## config.mk

```make
export PLATFORM = sky130hd
export DESIGN_NAME = report_collector_flat
export DESIGN_NICKNAME = d
export VERILOG_FILES = /design/src/rtl/report_collector_if.sv /design/src/rtl/report_collector.sv /design/src/flat_wrapper.sv
export SDC_FILE = /design/constraint.sdc
export NUM_CORES = 1
export LEC_CHECK = 0
export ABC_AREA = 1
export CORE_MARGIN = 1.5
export CORE_UTILIZATION = 45
export CTS_CLUSTER_SIZE = 20
export DETAILED_ROUTE_END_ITERATION = 12
export HOLD_SLACK_MARGIN = 0.03
export MAX_ROUTING_LAYER = met4
export PLACE_DENSITY_LB_ADDON = 0.25
export SLEW_MARGIN = 10
export SYNTH_ARGS = -nofsm -noshare
export SYNTH_HDL_FRONTEND = slang
export SYNTH_SLANG_ARGS = --single-unit
```

## constraint.sdc

```tcl
create_clock -name clock -period 5.8 [get_ports clock]
set_clock_uncertainty 0.15 [all_clocks]
set_input_delay 0.87 -clock clock [delete_from_list [all_inputs] [get_ports clock]]
set_output_delay 0.87 -clock clock [all_outputs]
set_load 0.01 [all_outputs]
```

## src/rtl/report_collector_if.sv

```systemverilog
// Match-report stream between the STE array, the report collector and the host.
// slave is the collector's view; master is the view of whoever drives characters and drains records.
interface report_collector_if #(
    parameter int REPORT_WIDTH = 2,
    parameter int OFFSET_WIDTH = 32
);
    logic                    char_valid;
    logic [REPORT_WIDTH-1:0] report;
    logic                    out_valid;
    logic                    out_ready;
    logic [OFFSET_WIDTH-1:0] out_offset;
    logic [REPORT_WIDTH-1:0] out_vector;

    modport master (
        output char_valid, report, out_ready,
        input  out_valid, out_offset, out_vector
    );

    modport slave (
        input  char_valid, report, out_ready,
        output out_valid, out_offset, out_vector
    );
endinterface

```

## src/rtl/report_collector.sv

```systemverilog
// Tags non-zero reporting-STE vectors with their character offset and queues them for the host.
// The head record lives in the output registers; the memory holds only the records behind it.
module report_collector #(
    parameter int REPORT_WIDTH = 2,
    parameter int OFFSET_WIDTH = 32,
    parameter int FIFO_DEPTH   = 16
) (
    input  logic                        clock,
    input  logic                        reset_n,
    input  logic                        clear,
    report_collector_if.slave           bus,
    output logic [$clog2(FIFO_DEPTH):0] occupancy,
    output logic                        overflow,
    output logic [15:0]                 dropped_count
);
    localparam int AW = $clog2(FIFO_DEPTH);
    localparam int RW = OFFSET_WIDTH + REPORT_WIDTH;
    localparam logic [AW:0] FULL_COUNT = (AW + 1)'(FIFO_DEPTH);

    logic [RW-1:0]           mem [FIFO_DEPTH];
    logic [AW-1:0]           wr_ptr_reg;
    logic [AW-1:0]           rd_ptr_reg;
    logic [AW:0]             occ_reg;
    logic [OFFSET_WIDTH-1:0] offset_reg;
    logic                    out_valid_reg;
    logic [RW-1:0]           head_reg;
    logic                    overflow_reg;
    logic [15:0]             dropped_reg;

    logic          push_req;
    logic          pop;
    logic          full;
    logic          mem_empty;
    logic          push_acc;
    logic          head_load;
    logic          mem_read;
    logic          bypass;
    logic          mem_write;
    logic [RW-1:0] wr_data;

    always_comb begin
        push_req  = bus.char_valid && (|bus.report);
        pop       = out_valid_reg && bus.out_ready;
        full      = (occ_reg == FULL_COUNT);
        // Records behind the head: occupancy minus the one sitting in the output registers.
        mem_empty = (occ_reg == {{AW{1'b0}}, out_valid_reg});
        push_acc  = push_req && (!full || pop);
        head_load = pop || !out_valid_reg;
        mem_read  = head_load && !mem_empty;
        bypass    = head_load && mem_empty && push_acc;
        mem_write = push_acc && !bypass;
        wr_data   = {offset_reg, bus.report};
    end

    always_ff @(posedge clock or negedge reset_n) begin
        if (!reset_n) begin
            wr_ptr_reg    <= '0;
            rd_ptr_reg    <= '0;
            occ_reg       <= '0;
            offset_reg    <= '0;
            out_valid_reg <= 1'b0;
            head_reg      <= '0;
            overflow_reg  <= 1'b0;
            dropped_reg   <= '0;
        end else if (clear) begin
            wr_ptr_reg    <= '0;
            rd_ptr_reg    <= '0;
            occ_reg       <= '0;
            offset_reg    <= '0;
            out_valid_reg <= 1'b0;
            overflow_reg  <= 1'b0;
            dropped_reg   <= '0;
        end else begin
            if (bus.char_valid)
                offset_reg <= offset_reg + 1'b1;
            if (mem_write)
                wr_ptr_reg <= wr_ptr_reg + 1'b1;
            if (mem_read) begin
                rd_ptr_reg    <= rd_ptr_reg + 1'b1;
                head_reg      <= mem[rd_ptr_reg];
                out_valid_reg <= 1'b1;
            end else if (bypass) begin
                head_reg      <= wr_data;
                out_valid_reg <= 1'b1;
            end else if (head_load) begin
                out_valid_reg <= 1'b0;
            end
            occ_reg <= occ_reg + (AW + 1)'(push_acc) - (AW + 1)'(pop);
            if (push_req && full && !pop) begin
                overflow_reg <= 1'b1;
                if (dropped_reg != 16'hFFFF)
                    dropped_reg <= dropped_reg + 1'b1;
            end
        end
    end

    // Storage is left unreset so it maps onto block RAM.
    always_ff @(posedge clock) begin
        if (reset_n && !clear && mem_write)
            mem[wr_ptr_reg] <= wr_data;
    end

    assign bus.out_valid  = out_valid_reg;
    assign bus.out_offset = head_reg[RW-1:REPORT_WIDTH];
    assign bus.out_vector = head_reg[REPORT_WIDTH-1:0];
    assign occupancy      = occ_reg;
    assign overflow       = overflow_reg;
    assign dropped_count  = dropped_reg;
endmodule

```

## src/flat_wrapper.sv

```systemverilog
// flat-port wrapper written by rule: the top's interface ports become plain ports
module report_collector_flat 
#(
    parameter int REPORT_WIDTH = 2,
    parameter int OFFSET_WIDTH = 32,
    parameter int FIFO_DEPTH   = 16
)
  (clock, reset_n, clear, occupancy, overflow, dropped_count, bus_char_valid, bus_report, bus_out_ready, bus_out_valid, bus_out_offset, bus_out_vector);
  report_collector_if #(.REPORT_WIDTH(REPORT_WIDTH), .OFFSET_WIDTH(OFFSET_WIDTH)) bus_i ();
  input  logic clock;
  input  logic reset_n;
  input  logic clear;
  output logic [$clog2(FIFO_DEPTH):0] occupancy;
  output logic overflow;
  output logic [15:0] dropped_count;
  input wire logic [$bits(bus_i.char_valid)-1:0] bus_char_valid;
  input wire logic [$bits(bus_i.report)-1:0] bus_report;
  input wire logic [$bits(bus_i.out_ready)-1:0] bus_out_ready;
  output wire logic [$bits(bus_i.out_valid)-1:0] bus_out_valid;
  output wire logic [$bits(bus_i.out_offset)-1:0] bus_out_offset;
  output wire logic [$bits(bus_i.out_vector)-1:0] bus_out_vector;
  assign bus_i.char_valid = bus_char_valid;
  assign bus_i.report = bus_report;
  assign bus_i.out_ready = bus_out_ready;
  assign bus_out_valid = bus_i.out_valid;
  assign bus_out_offset = bus_i.out_offset;
  assign bus_out_vector = bus_i.out_vector;
  report_collector #(.REPORT_WIDTH(REPORT_WIDTH), .OFFSET_WIDTH(OFFSET_WIDTH), .FIFO_DEPTH(FIFO_DEPTH)) u_core (.clock(clock), .reset_n(reset_n), .clear(clear), .bus(bus_i), .occupancy(occupancy), .overflow(overflow), .dropped_count(dropped_count));
endmodule
```

# Yosys cells after proc, flatten, opt, wreduce, memory -nomap -nowiden
# Memories as Yosys holds them, arrays and structs flattened.
# Index checks and enable logic that the tools add are counted.
# classes
bitwise,1
eq_ne,3
reduce_logical,29
mux,20
n_addsub,6
# ops
operator,n
34-bit two-way mux,2
32-bit two-way mux,2
16-bit two-way mux,3
"32-bit by 1-bit adder with 32-bit output, second input constant",1
"16-bit by 1-bit adder with 16-bit output, second input constant",1
4-bit two-way mux,4
"16-bit != test, second input constant",1
2-bit nonzero test,6
1-bit logical AND,11
"4-bit by 1-bit adder with 4-bit output, second input constant",2
1-bit two-way mux,8
1-bit logical NOT,6
5-bit by 1-bit adder with 5-bit output,1
5-bit by 1-bit equality test with 1-bit output,1
"5-bit equality test, second input constant",1
5-bit two-way mux,1
5-bit by 1-bit subtractor with 5-bit output,1
2-bit AND reduction,2
4-bit nonzero test,1
1-bit logical OR,2
2-bit OR reduction,1
1-bit inverter,1
# word_totals
n_memories,1
elab_cells,68
ff_bits,97
out_inout_bits,57
ramBits,544
in_bits,7
# memory_table
name,depth,width,read_ports,rd_clocked_by_memory_dff,write_ports,line_no,text
u_core.mem,16,34,1,0,1,report_collector.sv:20,logic [RW-1:0] mem [FIFO_DEPTH];

# Depth between registers and ports, before layout
# logic_depth
ltp_word,10
ltp_mapped,14
ltp_nobuf,14

# Least setup slack after synthesis
# OpenSTA, ideal clock, no wires.
# synth_path
kind,input to register
start,in bus_char_valid
end,"mem u_core.mem[3][0] (netlist bit), enable pin"
path_buffers,1
t_required_ns,5.182
setup_ns,0.468
t_arrival_ns,3.963
stages,7
setup_slack_ns,1.219
path_cell_list,inv_1 -> nor2_1 -> nand2_1 -> nor2_2 -> nand3_2 -> buf_6 -> nor3_1
# synth_between
elab_chain_len,8
# synth_lines
item,line_no,text
from (decl),flat_wrapper.sv:16,input wire logic [$bits(bus_i.char_valid)-1:0] bus_char_valid;
1-bit logical AND *,report_collector.sv:42,push_req = bus.char_valid && (|bus.report);
1-bit logical AND *,report_collector.sv:47,push_acc = push_req && (!full || pop);
1-bit logical AND,report_collector.sv:50,bypass = head_load && mem_empty && push_acc;
1-bit logical NOT,report_collector.sv:51,mem_write = push_acc && !bypass;
1-bit logical AND *,report_collector.sv:51,
1-bit logical AND *,report_collector.sv:99,if (reset_n && !clear && mem_write)
1-bit two-way mux *,report_collector.sv:99,
1-bit two-way mux (implied by the code) *,report_collector.sv:100,mem[wr_ptr_reg] <= wr_data;
to (decl),report_collector.sv:20,
# Mark *: on every way between the ends. The rest lies on a longest branch, timed or not.

# Final worst setup path
# layout_path
start,reg u_core.rd_ptr_reg[0]
end,reg u_core.head_reg[6]
# layout_between
elab_chain_len,2
# layout_lines
item,line_no,text
from (decl),report_collector.sv:22,logic [AW-1:0] rd_ptr_reg;
from (signal assigned),report_collector.sv:79,rd_ptr_reg <= rd_ptr_reg + 1'b1;
memory read 16 x 34 bit,-,
34-bit two-way mux,report_collector.sv:78,if (mem_read) begin
to (signal assigned),report_collector.sv:80,head_reg <= mem[rd_ptr_reg];
to (signal assigned),report_collector.sv:83,head_reg <= wr_data;
to (decl),report_collector.sv:26,logic [RW-1:0] head_reg;
# Every way passes these cells.
# A chain may end at the register's enable or synchronous reset.

==> impl_metrics.yaml <==
sta:
  relSlewSlack_pct: 21.1
  hold_viol: 0
  fin_crit_sh_pct: 62.8
  finalSetupViolCount: 0
  clock.fmax_ghz: 0.275
  tns_ns: 0
  grt_setup_unrepaired: "no"
  final.min_clock_period_ns: 3.64
  worst_pin_slew_ns: 1.18
  slew_violations: 0
power_and_ir_drop:
  finalPower_uw: 13200
  clockPowerShare_pct: 35.1
  power.density_mw_per_mm2: 408
  ir_worst_vdd_v: 0.000340
  internal-power_uw: 8950
  p_comb_share_pct: 24.2
  swShare_pct: 32.0
  p_switching_uw: 4220
  p_seq_share_pct: 40.7
  p_leak_uw: 0.0137
critical_path:
  critPathKind: "flip-flop to flip-flop"
  crit_arrival_ns: 3.99
  end_kind: "flip-flop"
  reg2reg_slack_ns: 2.16
  crit_fanout: 82
  start_kind: "flip-flop"
  required_ns: 6.15
route:
  wirelength_mm: 74.7
  drc: 0
  antenna_left: 0
  vias_per_cell: 5.28
  via_count: 20400
  dr.pass1.iters: 5
  drtIter0Drc: 2045
  post_drt_wl_per_cell_um: 19.4
floorplanning:
  row_count: 91
  die_w_um: 254
  core_area_mm2: 0.0621
  ios: 64
  die_h_um: 254
  start_util_pct: 45.8
  die_area_mm2: 0.0647
yosys:
  synth_cell_types: 36
  ys_warn_count: 0
  yosys.area.top_type: "edfxtp_1"
  synth.top_cell.area_share_pct: 57.4
  synth_area_mm2: 0.0284
  ys_seq_elements: 641
  synth.avg_cell_area_um2: 9.72
  synthCells: 2927
  synth_nets: 2948
  seq_area_frac_synth_pct: 66.0
  yosys-top-cells-area: "edfxtp_1, nand2_1, dfrtp_1, nand3_1, inv_1"
placement:
  place_congestion: 0.905
  portBuffers: 63
  dpl.hpwl_mm: 42.5
  place_inst: 3733
cts:
  cts_resized: 0
  insertion_delay_ns: 0.61
  cts_buffers: 69
  cts_setup_buffers: 0
  cts_hold_buf: 0
  clk_pin_slew_worst_paths_ns: 0.07
  cts_root_buf: "clkbuf_16"
  cts_tree: "yes"
  clock-sinks: 641
  clockBufferDepth: 3
  cts_htree_levels: 3
final_layout:
  drive_above_1_share_pct: 6.49
  areaGrowthSynthToFinish_pct: 13.5
  multi_input_area_mm2: 0.00779
  num_antenna_cells: 0
  stdcell_count: 3857
  seqCellArea_mm2: 0.0188
  n_fill_cell: 5425
  final_nets: 2988
  largest_reg_flops: 544
global_routing:
  grt_max_degree: 228
  grt_pass1_vias: 20100
  grtUsageTotal_pct: 24.2
  grt_pass1_wl_mm: 115
  gr-total-overflow: 0
  antenna_found_initial: 1
flow_run:
  max-cap-violations: 0
hold_path:
  hp-class: "primary input to asynchronous set/reset pin"
run_status:
  status: "finished, final reports clean"
[layout by cell type (no fill, tap or decap), drive strengths merged, types with 34 or more instances in the layout]
cell type | Yosys | final
buf | 111 | 47
nand3 | 425 | 425
clkbuf | 29 | 84
clkdlybuf4s50 | 0 | 62
nand2 | 1074 | 1074
inv | 350 | 354
nor2 | 160 | 160
o21ai | 34 | 34
edfxtp | 544 | 544
dfrtp | 97 | 97
[layout make-up]
class                      count  area share, %
sequential                   641           58.1
multi-input combinational   1795           24.1
clock buffer                  84           5.75
inverter                     351           4.13
tap                          837           3.24
timing repair buffer         109           3.01
clock inverter                40           1.60
[final timing paths]
path | start | end | cells past startpoint
min in group clock | u_core.head_reg[29] | u_core.head_reg[29] | 2
min reg2reg | u_core.head_reg[29] | u_core.head_reg[29] | 2
max in group asynchronous | reset_n | u_core.rd_ptr_reg[0] | 2
max | u_core.rd_ptr_reg[0] | u_core.head_reg[6] | 9
max reg2reg | u_core.rd_ptr_reg[0] | u_core.head_reg[6] | 9
min | reset_n | u_core.offset_reg[13] | 1
[per-layer routing]
metal	global-route usage (%)	part of all wire, %	routed length [µm]	vias up
met5	-	0	0	-
met4	7.45	2.1	1600	0
met3	3.28	7.7	5760	127
met2	38.1	47	35000	796
met1	32.9	43	32300	9856
li1	-	-	-	9599
[cell families (layout without fill, tap and decap cells)]
family	after synthesis	in the layout	synth area share, %
AO/OA/AOI/OAI	61	61	1.12
adder cells (fa/ha/maj)	14	14	0.642
XOR/XNOR	10	10	0.308
AND/OR/NAND/NOR	1710	1710	25.0
flip-flops	641	641	66.0
buffers and inverters	491	584	6.95
[cells in the mapped netlist]
master	instances
and3_1	1
nand3b_1	2
nand4_1	16
buf_1	23
nand2_1	1070
o21bai_1	3
nor3_4	1
clkbuf_1	29
clkinv_1	1
xor2_1	8
o21ai_0	27
nor2_4	2
buf_6	3
xnor2_1	2
a31oi_1	3
buf_4	2
or2_2	2
buf_2	83
nor3_1	27
nor2_1	154
a21oi_1	20
nand2_2	3
nand2_4	1
nand3_2	2
nand2b_1	1
nor3_2	1
dfrtp_1	97
ha_1	13
fa_1	1
edfxtp_1	544
inv_1	347
o22ai_1	1
o21ai_1	7
nand3_1	423
nor2_2	4
inv_2	3
[critical path, stage by stage (launching register included)]
cell and delay [ns]:
dfrtp_4 0.78, buf_4 0.74, buf_4 0.85, nand2_1 0.17
nand3_1 0.12, nand3_1 0.10, nand3_1 0.23, nand3_1 0.13
nand2_1 0.08, nand2_1 0.04
[per-stage QoR]
step	setup WS [ns]	cell area [µm²]	hold WS (ns)	util [%]
3_3_place_gp	1.85	29900	0.315	48.2
6_report	2.16	32300	0.114	52.0
5_1_grt	1.97	32300	0.154	52.0
2_1_floorplan	1.22	28400	0.365	-
3_5_place_dp	1.80	29900	0.316	48.2
4_1_cts	2.16	32300	0.126	52.0
[power by group through the flow]
stage	clock network, µW	registers (µW)	logic, µW
after floorplan	0	5360	2200
after global placement	0	5450	3150
after detailed placement	0	5450	3190
after CTS	4680	5360	3220
after global routing	4850	5380	3570
final	4620	5360	3180
Note: power is estimated with default switching activity, not from simulation.
